[config.mk]
export PLATFORM = sky130hd
export DESIGN_NAME = alu_issue_stage
export DESIGN_NICKNAME = d
export VERILOG_FILES = /design/src/rtl/alu_issue_stage.sv
export SDC_FILE = /design/constraint.sdc
export NUM_CORES = 1
export LEC_CHECK = 0
export ABC_AREA = 1
export BUFFER_PORTS_ARGS = -buffer_cell sky130_fd_sc_hd__buf_2
export CORE_MARGIN = 1
export CORE_UTILIZATION = 55
export DETAILED_ROUTE_END_ITERATION = 8
export GPL_ROUTABILITY_DRIVEN = 0
export HOLD_SLACK_MARGIN = 0.06
export PLACE_DENSITY = 0.8
export SETUP_SLACK_MARGIN = 0.3
export SKIP_CTS_REPAIR_TIMING = 1
export SYNTH_ARGS = -nofsm -noshare
export SYNTH_HDL_FRONTEND = slang
export SYNTH_SLANG_ARGS = --single-unit
[constraint.sdc]
create_clock -name clk -period 1.8 [get_ports clk]
set_input_delay 0.36 -clock clk [delete_from_list [all_inputs] [get_ports clk]]
set_output_delay 0.36 -clock clk [all_outputs]
set_load 0.02 [all_outputs]
[src/rtl/alu_issue_stage.sv]
// ---------------------------------------------------------------------------
// alu_issue_stage
//   Feed stage in front of the 4-bit combinational ALU. Instruction words
//   {A[3:0],B[3:0],OPCODE[4:0]} are queued in a small FIFO. The head word
//   drives the ALU input. The ALU's result and carry are captured, tagged
//   with the opcode, into an output register behind a valid/ready handshake.
//
//   Optional feature macro: ALU_ISSUE_ILLEGAL_TRAP_EN
//     When defined, illegal opcodes (10010-10111, 11001-11111) are popped
//     without producing an output beat and set the sticky err_illegal port.
//
// Ports
//   clk, rst_n              clock, asynchronous active-low reset
//   flush                   synchronous clear of FIFO and output valid
//   in_valid/in_ready       upstream handshake, in_word = {A,B,OPCODE}
//   alu_in                  head word to ALU (zero when FIFO empty)
//   alu_result/alu_carry    combinational ALU response to alu_in
//   out_valid/out_ready     downstream handshake
//   out_result/out_carry    captured ALU result and carry
//   out_opcode              opcode of the captured word
//   fill_level              FIFO occupancy
//   err_illegal             sticky illegal-opcode flag (trap build only)
// ---------------------------------------------------------------------------
module alu_issue_stage #(
  parameter int DEPTH = 4,
  parameter int CNT_W = 3
) (
  input  logic             clk,
  input  logic             rst_n,
  input  logic             flush,
  input  logic             in_valid,
  output logic             in_ready,
  input  logic [12:0]      in_word,
  output logic [12:0]      alu_in,
  input  logic [3:0]       alu_result,
  input  logic             alu_carry,
  output logic             out_valid,
  input  logic             out_ready,
  output logic [3:0]       out_result,
  output logic             out_carry,
  output logic [4:0]       out_opcode,
  output logic [CNT_W-1:0] fill_level
`ifdef ALU_ISSUE_ILLEGAL_TRAP_EN
  ,
  output logic             err_illegal
`endif
);

  localparam int PTR_W = (DEPTH > 1) ? $clog2(DEPTH) : 1;

  logic [12:0]      mem [DEPTH];
  logic [PTR_W-1:0] wr_ptr;
  logic [PTR_W-1:0] rd_ptr;
  logic [CNT_W-1:0] count;
  logic             fifo_empty;
  logic             push;
  logic             pop;
  logic             emit;

  assign fifo_empty = (count == '0);
  // in_ready comes from the registered count only, so a full FIFO refuses
  // a word even in a cycle where it also pops.
  assign in_ready   = (count < CNT_W'(DEPTH));
  assign push       = in_valid & in_ready;
  assign pop        = ~fifo_empty & (~out_valid | out_ready);
  assign alu_in     = fifo_empty ? 13'b0 : mem[rd_ptr];
  assign fill_level = count;

`ifdef ALU_ISSUE_ILLEGAL_TRAP_EN
  logic [4:0] head_op;
  logic       head_illegal;

  assign head_op      = alu_in[4:0];
  assign head_illegal = ((head_op >= 5'b10010) && (head_op <= 5'b10111)) ||
                        (head_op >= 5'b11001);
  // Illegal heads are consumed but never become an output beat.
  assign emit         = pop & ~head_illegal;

  always_ff @(posedge clk or negedge rst_n) begin
    if (!rst_n) begin
      err_illegal <= 1'b0;
    end else if (flush) begin
      err_illegal <= 1'b0;
    end else if (pop && head_illegal) begin
      err_illegal <= 1'b1;
    end
  end
`else
  assign emit = pop;
`endif

  // Storage needs no reset: alu_in is gated to zero while the FIFO is empty.
  always_ff @(posedge clk) begin
    if (push && !flush) begin
      mem[wr_ptr] <= in_word;
    end
  end

  always_ff @(posedge clk or negedge rst_n) begin
    if (!rst_n) begin
      wr_ptr <= '0;
      rd_ptr <= '0;
      count  <= '0;
    end else if (flush) begin
      wr_ptr <= '0;
      rd_ptr <= '0;
      count  <= '0;
    end else begin
      // DEPTH is a power of two, so pointer overflow is the modulo wrap.
      if (push) wr_ptr <= wr_ptr + PTR_W'(1);
      if (pop)  rd_ptr <= rd_ptr + PTR_W'(1);
      case ({push, pop})
        2'b10:   count <= count + CNT_W'(1);
        2'b01:   count <= count - CNT_W'(1);
        default: count <= count;
      endcase
    end
  end

  // Data fields survive a flush; only the valid flag is cleared.
  always_ff @(posedge clk or negedge rst_n) begin
    if (!rst_n) begin
      out_valid  <= 1'b0;
      out_result <= '0;
      out_carry  <= 1'b0;
      out_opcode <= '0;
    end else if (flush) begin
      out_valid  <= 1'b0;
    end else if (emit) begin
      out_valid  <= 1'b1;
      out_result <= alu_result;
      out_carry  <= alu_carry;
      out_opcode <= alu_in[4:0];
    end else if (out_ready) begin
      out_valid  <= 1'b0;
    end
  end

endmodule

==> qor.yml, run 1 <==
finish:
  final_cell_mix: "edfxtp_1 (52), nor2_1 (44), buf_2 (39)"
  fillers: 364
  nNetsFinal: 347
  utilization_pct: 73.3
  mostFrequentLayoutCell: "edfxtp_1"
  drive_gt1_share_pct: 35.2
  area_growth_pct: 28.0
  fin_area_um2: 3770
  fin_cells: 394
  diodes: 0
place:
  dp_hpwl_um: 3710
  dpl_cell_area_um2: 3440
  place_inst: 375
  io_buffer_count: 50
yosys:
  syn_inst: 255
  syn-num-nets: 283
  synth-seq-cells: 70
  synth_top_family_by_area: "simple AND/OR/NAND/NOR gates"
  synth-simple-area-share_pct: 14.6
  synth_area_um2: 2940
  ys_warn_count: 0
  synth-compound-area-share_pct: 9.56
  synth_fa_ha_area_share_pct: 2.38
  synth-xor-area-share_pct: 0
  synth_cell_type_count: 28
  ys_seq_area_share_pct: 68.3
  synth_mux_area_share_pct: 0
  avgSynthCellArea_um2: 11.5
cts:
  cts-htree-levels: 3
  clkTransAtPathRegs_ps: 80
  tritoncts: "done"
  clk-insertion-delay-late_ps: 340
  cts_root_buffer: "clkbuf_8"
  clock_sinks: 70
  cts_buffers: 9
  cts_buffer_depth: 2
routing:
  drt_pass1_iterations: 4
  drt-met1-wl_um: 2460
  met2_length_um: 2810
  vias: 2001
  vias_per_cell: 5.08
  top_layer: "met4"
  route.detailed.drc: 0
  antenna_left: 0
  post_drt_wl_per_cell_um: 14.5
  wl_met3_um: 319
  routed_wl_um: 5710
  drt-initial-drc-count: 121
worst_setup_path:
  critical_path_required_ps: 1440
  worstRegToRegCells: 8
  rrSetupSlack_ps: 280
  crit_path_top_delay_cell: "dfrtp_2"
  startpoint_type: "flip-flop"
  regToRegStartpoint: "fill_level[0]$_DFFE_PN0P_"
  r2r-end: "fill_level[2]$_DFFE_PN0P_"
  critical-path-top-delay-family: "flip-flops"
  path_buf_inv: 2
  worstPathArrival_ps: 1550
  worstPathCellList: "buf_12 -> o21ai_1 -> o22a_1 -> nor2_2 -> buf_2"
  cp.depth: 5
  cp_max_fo: 27
  crit_path_end_kind: "output port"
  critical_path_class: "flip-flop to output port"
  critPathMaxStageDelay_ps: 430
sta:
  fmax_mhz: 525
  finalClockSkew_ps: 10.1
  min_period_over_period_pct: 106
  rsz0062_at_grt: "yes"
  slew_violations: 0
  setup_viol: 13
  hold_viol: 0
  setup_ws_ps: -105
  min_period_ps: 1910
  fin_hold_ws_ps: 222
  relSlewSlack_pct: 74.3
  worst_pin_slew_ps: 386
grt:
  grt_max_degree: 28
  grt_first_pass_wirelength_um: 8970
  grt_pass1_vias: 1905
  grt_usage_pct: 22.9
  overflow: 0
  grt_antenna_before_repair: 0
worst_hold_path:
  holdPathEnd: "out_result[3]$_DFFE_PN0P_"
  hp-start: "alu_result[3]"
  hold_depth: 3
  min_path_type: "input port to flip-flop"
power:
  p_seq_share_pct: 32.3
  net-switching-power_mw: 2.59
  p_sw_share_pct: 38.7
  leakagePower_nw: 1.55
  combPwrFrac_pct: 44.3
  p_per_area_nw_per_um2: 1780
  finalPower_mw: 6.70
  p_int_mw: 4.11
  peakVddDrop_mv: 1.15
  p_clk_share_pct: 23.4
die:
  dieArea_um2: 5650
  die_h_um: 75.2
  chipWidth_um: 75.2
  num_io_pins: 51
  start_util_pct: 57.3
  rows: 26
  coreArea_um2: 5140
run:
  cap_viol_max_count: 0
run_status:
  status: "complete, but fails checks"
  violations: "negative setup slack"
-- logic make-up after synthesis --
kind of cell / Yosys count
fa+ha+maj: 5
simple gates: 100
buf+inv: 29
compound gates: 51
flops: 70
-- layer usage --
metal | track usage (%) | up-vias
met3 | 5.35 | 11
met4 | 13.2 | 0
li1 | - | 993
met1 | 27.7 | 929
met5 | 0 | -
met2 | 38.0 | 68
-- per-stage QoR --
step / setup slack (ps) / TNS (ps)
6_report: -105 / -1040
3_3_place_gp: 248 / 0
5_1_grt: -197 / -2200
2_1_floorplan: 280 / 0
4_1_cts: -190 / -1950
3_5_place_dp: 205 / 0
-- area by class of cell --
class                      instances  area [um2]  area share, %
clock buffer                      11         151           4.02
inverter                          20        85.1           2.26
clock inverter                     5         105           2.79
sequential                        70        2020           53.5
timing repair buffer              62         444           11.8
multi-input combinational        156         878           23.3
tap                               70        87.6           2.32
-- Yosys cell counts (all sizes together) --
master / count / area share (%)
ha: 4 / 1.7
nor3: 1 / 0.17
o22a: 5 / 1.5
nand2: 37 / 5.3
dfrtp: 18 / 15
clkbuf: 2 / 0.30
nand4: 1 / 0.21
buf: 7 / 2.1
nand3b: 1 / 0.26
inv: 20 / 2.7
fa: 1 / 0.68
nand3: 5 / 0.85
edfxtp: 52 / 53
o21ai: 35 / 6.1
nor2: 55 / 7.8
a21oi: 11 / 2.0
-- worst max path at each step --
stage,slack (ps),startpoint,to
floorplan,280,rd_ptr[0]$_DFFE_PN0P_,alu_in[6]
global placement,250,fill_level[0]$_DFFE_PN0P_,alu_in[6]
detailed placement,200,rd_ptr[0]$_DFFE_PN0P_,alu_in[1]
CTS,-190,rd_ptr[0]$_DFFE_PN0P_,alu_in[1]
global route,-200,rd_ptr[0]$_DFFE_PN0P_,alu_in[7]
finish,-110,rd_ptr[0]$_DFFE_PN0P_,alu_in[1]
-- power by group through the flow --
stage	combinational [mW]	sequential, mW	clock, mW
global placement	2.68	2.20	0
detailed placement	2.76	2.21	0
global route	3.26	2.19	1.65
finish	2.96	2.16	1.57
CTS	2.78	2.17	1.59
floorplan	1.82	2.37	0
-- worst reg2reg max path, cell delays in order, from the launching register on --
cell,delay [ps]
dfrtp_2,430
nor2_4,140
nand2_4,90
nand3_4,80
inv_2,50
fa_2,330
nand3b_1,160
nand3_1,90
nand2_1,50
-- registers in the layout, indices dropped and copies added, names as in the netlist --
register	count
fill_level	3
out_valid	1
wr_ptr	2
out_carry	1
out_result	4
rd_ptr	2
out_opcode	5
mem	52
Note: power is estimated with default switching activity, not from simulation.
==> inputs of run 2 (changes only) <==
- PLACE_DENSITY: 0.8 -> 0.79
- RECOVER_POWER: default -> 50
==> run 2 against run 1 <==
  * The run still ends with negative setup slack left
  * Critical path depth up 1
  * Largest power group unchanged
  * Register-to-register slack worse by 120 ps
  * Clock skew down 4.5 ps
  * Cell count up 4.1%
  * Critical path type unchanged
  * Setup slack worse by 76 ps
  * Hold slack worse by 1.5 ps
  * Largest cell class unchanged
==> qor.yml, run 2 (synthesis results as in run 1) <==
run_status:
  status: "complete, but fails checks"
  violations: "negative setup slack"
cts:
  clk-insertion-delay-late_ps: 350
  clkTransAtPathRegs_ps: 70
  tritoncts: "done"
  cts_buffer_depth: 2
  cts_root_buffer: "clkbuf_8"
  cts-htree-levels: 3
  clock_sinks: 70
  cts_buffers: 9
sta:
  finalClockSkew_ps: 5.62
  min_period_ps: 1980
  fin_hold_ws_ps: 220
  hold_viol: 0
  relSlewSlack_pct: 35.7
  setup_viol: 13
  worst_pin_slew_ps: 964
  rsz0062_at_grt: "yes"
  slew_violations: 0
  min_period_over_period_pct: 110
  setup_ws_ps: -181
  fmax_mhz: 505
die:
  rows: 26
  die_h_um: 75.2
  coreArea_um2: 5140
  chipWidth_um: 75.2
  start_util_pct: 57.3
  dieArea_um2: 5650
  num_io_pins: 51
place:
  io_buffer_count: 50
  dp_hpwl_um: 3680
routing:
  routed_wl_um: 6520
  vias_per_cell: 5.27
  post_drt_wl_per_cell_um: 15.9
  drt-initial-drc-count: 174
  antenna_left: 0
  vias: 2162
  drt_pass1_iterations: 4
  route.detailed.drc: 0
worst_setup_path:
  critical_path_class: "flip-flop to output port"
  worstPathArrival_ps: 1620
  r2r-end: "fill_level[2]$_DFFE_PN0P_"
  regToRegStartpoint: "fill_level[0]$_DFFE_PN0P_"
  critical_path_required_ps: 1440
  worstRegToRegCells: 9
  worstPathCellList: "buf_12 -> clkinv_8 -> o21ai_1 -> o22a_1 -> nor2_2 -> buf_6"
  rrSetupSlack_ps: 160
  startpoint_type: "flip-flop"
  cp_max_fo: 27
  crit_path_top_delay_cell: "dfrtp_2"
  crit_path_end_kind: "output port"
  critPathMaxStageDelay_ps: 410
power:
  p_seq_share_pct: 30.0
  p_per_area_nw_per_um2: 1830
  leakagePower_nw: 1.59
  p_sw_share_pct: 40.4
  p_int_mw: 4.32
  net-switching-power_mw: 2.92
  p_clk_share_pct: 17.2
  peakVddDrop_mv: 0.966
  combPwrFrac_pct: 52.8
finish:
  area_growth_pct: 34.5
  largest_reg_flops: 52
  drive_gt1_share_pct: 35.3
  largest-register: "mem"
  utilization_pct: 77.0
  diodes: 0
  nNetsFinal: 363
  top_regs: "mem (52), out_opcode (5), out_result (4)"
  mostFrequentLayoutCell: "edfxtp_1"
  final_cell_mix: "edfxtp_1 (52), nor2_1 (40), nand2_1 (30)"
run:
  cap_viol_max_count: 0
worst_hold_path:
  min_path_type: "input port to flip-flop"
  holdPathEnd: "out_result[0]$_DFFE_PN0P_"
  hold_depth: 3
  hp-start: "alu_result[0]"
grt:
  grt_usage_pct: 21.8
  grt_pass1_vias: 1752
  overflow: 0
  grt_first_pass_wirelength_um: 8270
  grt_antenna_before_repair: 0
  grt_max_degree: 28
run 2: how the worst max path moves through the flow:
stage,to,cells past startpoint,from,slack (ps)
2_1_floorplan,alu_in[6],5,rd_ptr[0]$_DFFE_PN0P_,280
3_3_place_gp,alu_in[0],5,rd_ptr[0]$_DFFE_PN0P_,220
3_5_place_dp,alu_in[1],5,rd_ptr[0]$_DFFE_PN0P_,180
4_1_cts,alu_in[3],5,rd_ptr[0]$_DFFE_PN0P_,-220
5_1_grt,alu_in[3],6,rd_ptr[0]$_DFFE_PN0P_,-220
6_report,alu_in[3],6,rd_ptr[0]$_DFFE_PN0P_,-180
run 2: per-stage QoR:
step | instances | power [mW] | setup WS [ps] | TNS, ps | cell area, um2
final | 410 | 7.24 | -181 | -1510 | 3960
after global routing | 410 | 7.63 | -223 | -2280 | 3960
after CTS | 394 | 6.22 | -222 | -2240 | 3650
after detailed placement | 378 | 4.97 | 178 | 0 | 3450
after global placement | 378 | 4.89 | 216 | 0 | 3450
after floorplan | 255 | 4.19 | 280 | 0 | 3050
run 2: cell type report:
type / count / area, um2
repair buffers: 78 / 622
clock buffers: 12 / 145
multi-input cells: 156 / 941
clock inverters: 4 / 47.5
fillers: 324 / 1180
inverters: 20 / 98.8
flip-flops and latches: 70 / 2020
well taps: 70 / 87.6
run 2: layer usage:
layer | up-vias | track usage, % | part of all wire [%]
met5 | - | 0 | 0
met4 | 0 | 10.5 | 2.9
met3 | 20 | 8.30 | 6.0
met2 | 78 | 34.4 | 49
met1 | 1034 | 26.6 | 42
li1 | 1030 | - | -
run 2: critical path: cells and delay by family, from the launching register on:
kind                   cells  cell delay (ps)
AOI/OAI and AO/OA          2              310
buffers and inverters      3              390
DFF                        1              410
and+or+nand+nor            1              140
run 2: power groups by stage:
stage | sequential [mW] | clock (mW) | combinational [mW]
finish | 2.17 | 1.25 | 3.82
global route | 2.20 | 1.32 | 4.11
CTS | 2.18 | 1.26 | 2.78
detailed placement | 2.21 | 0 | 2.76
global placement | 2.20 | 0 | 2.69
floorplan | 2.37 | 0 | 1.82
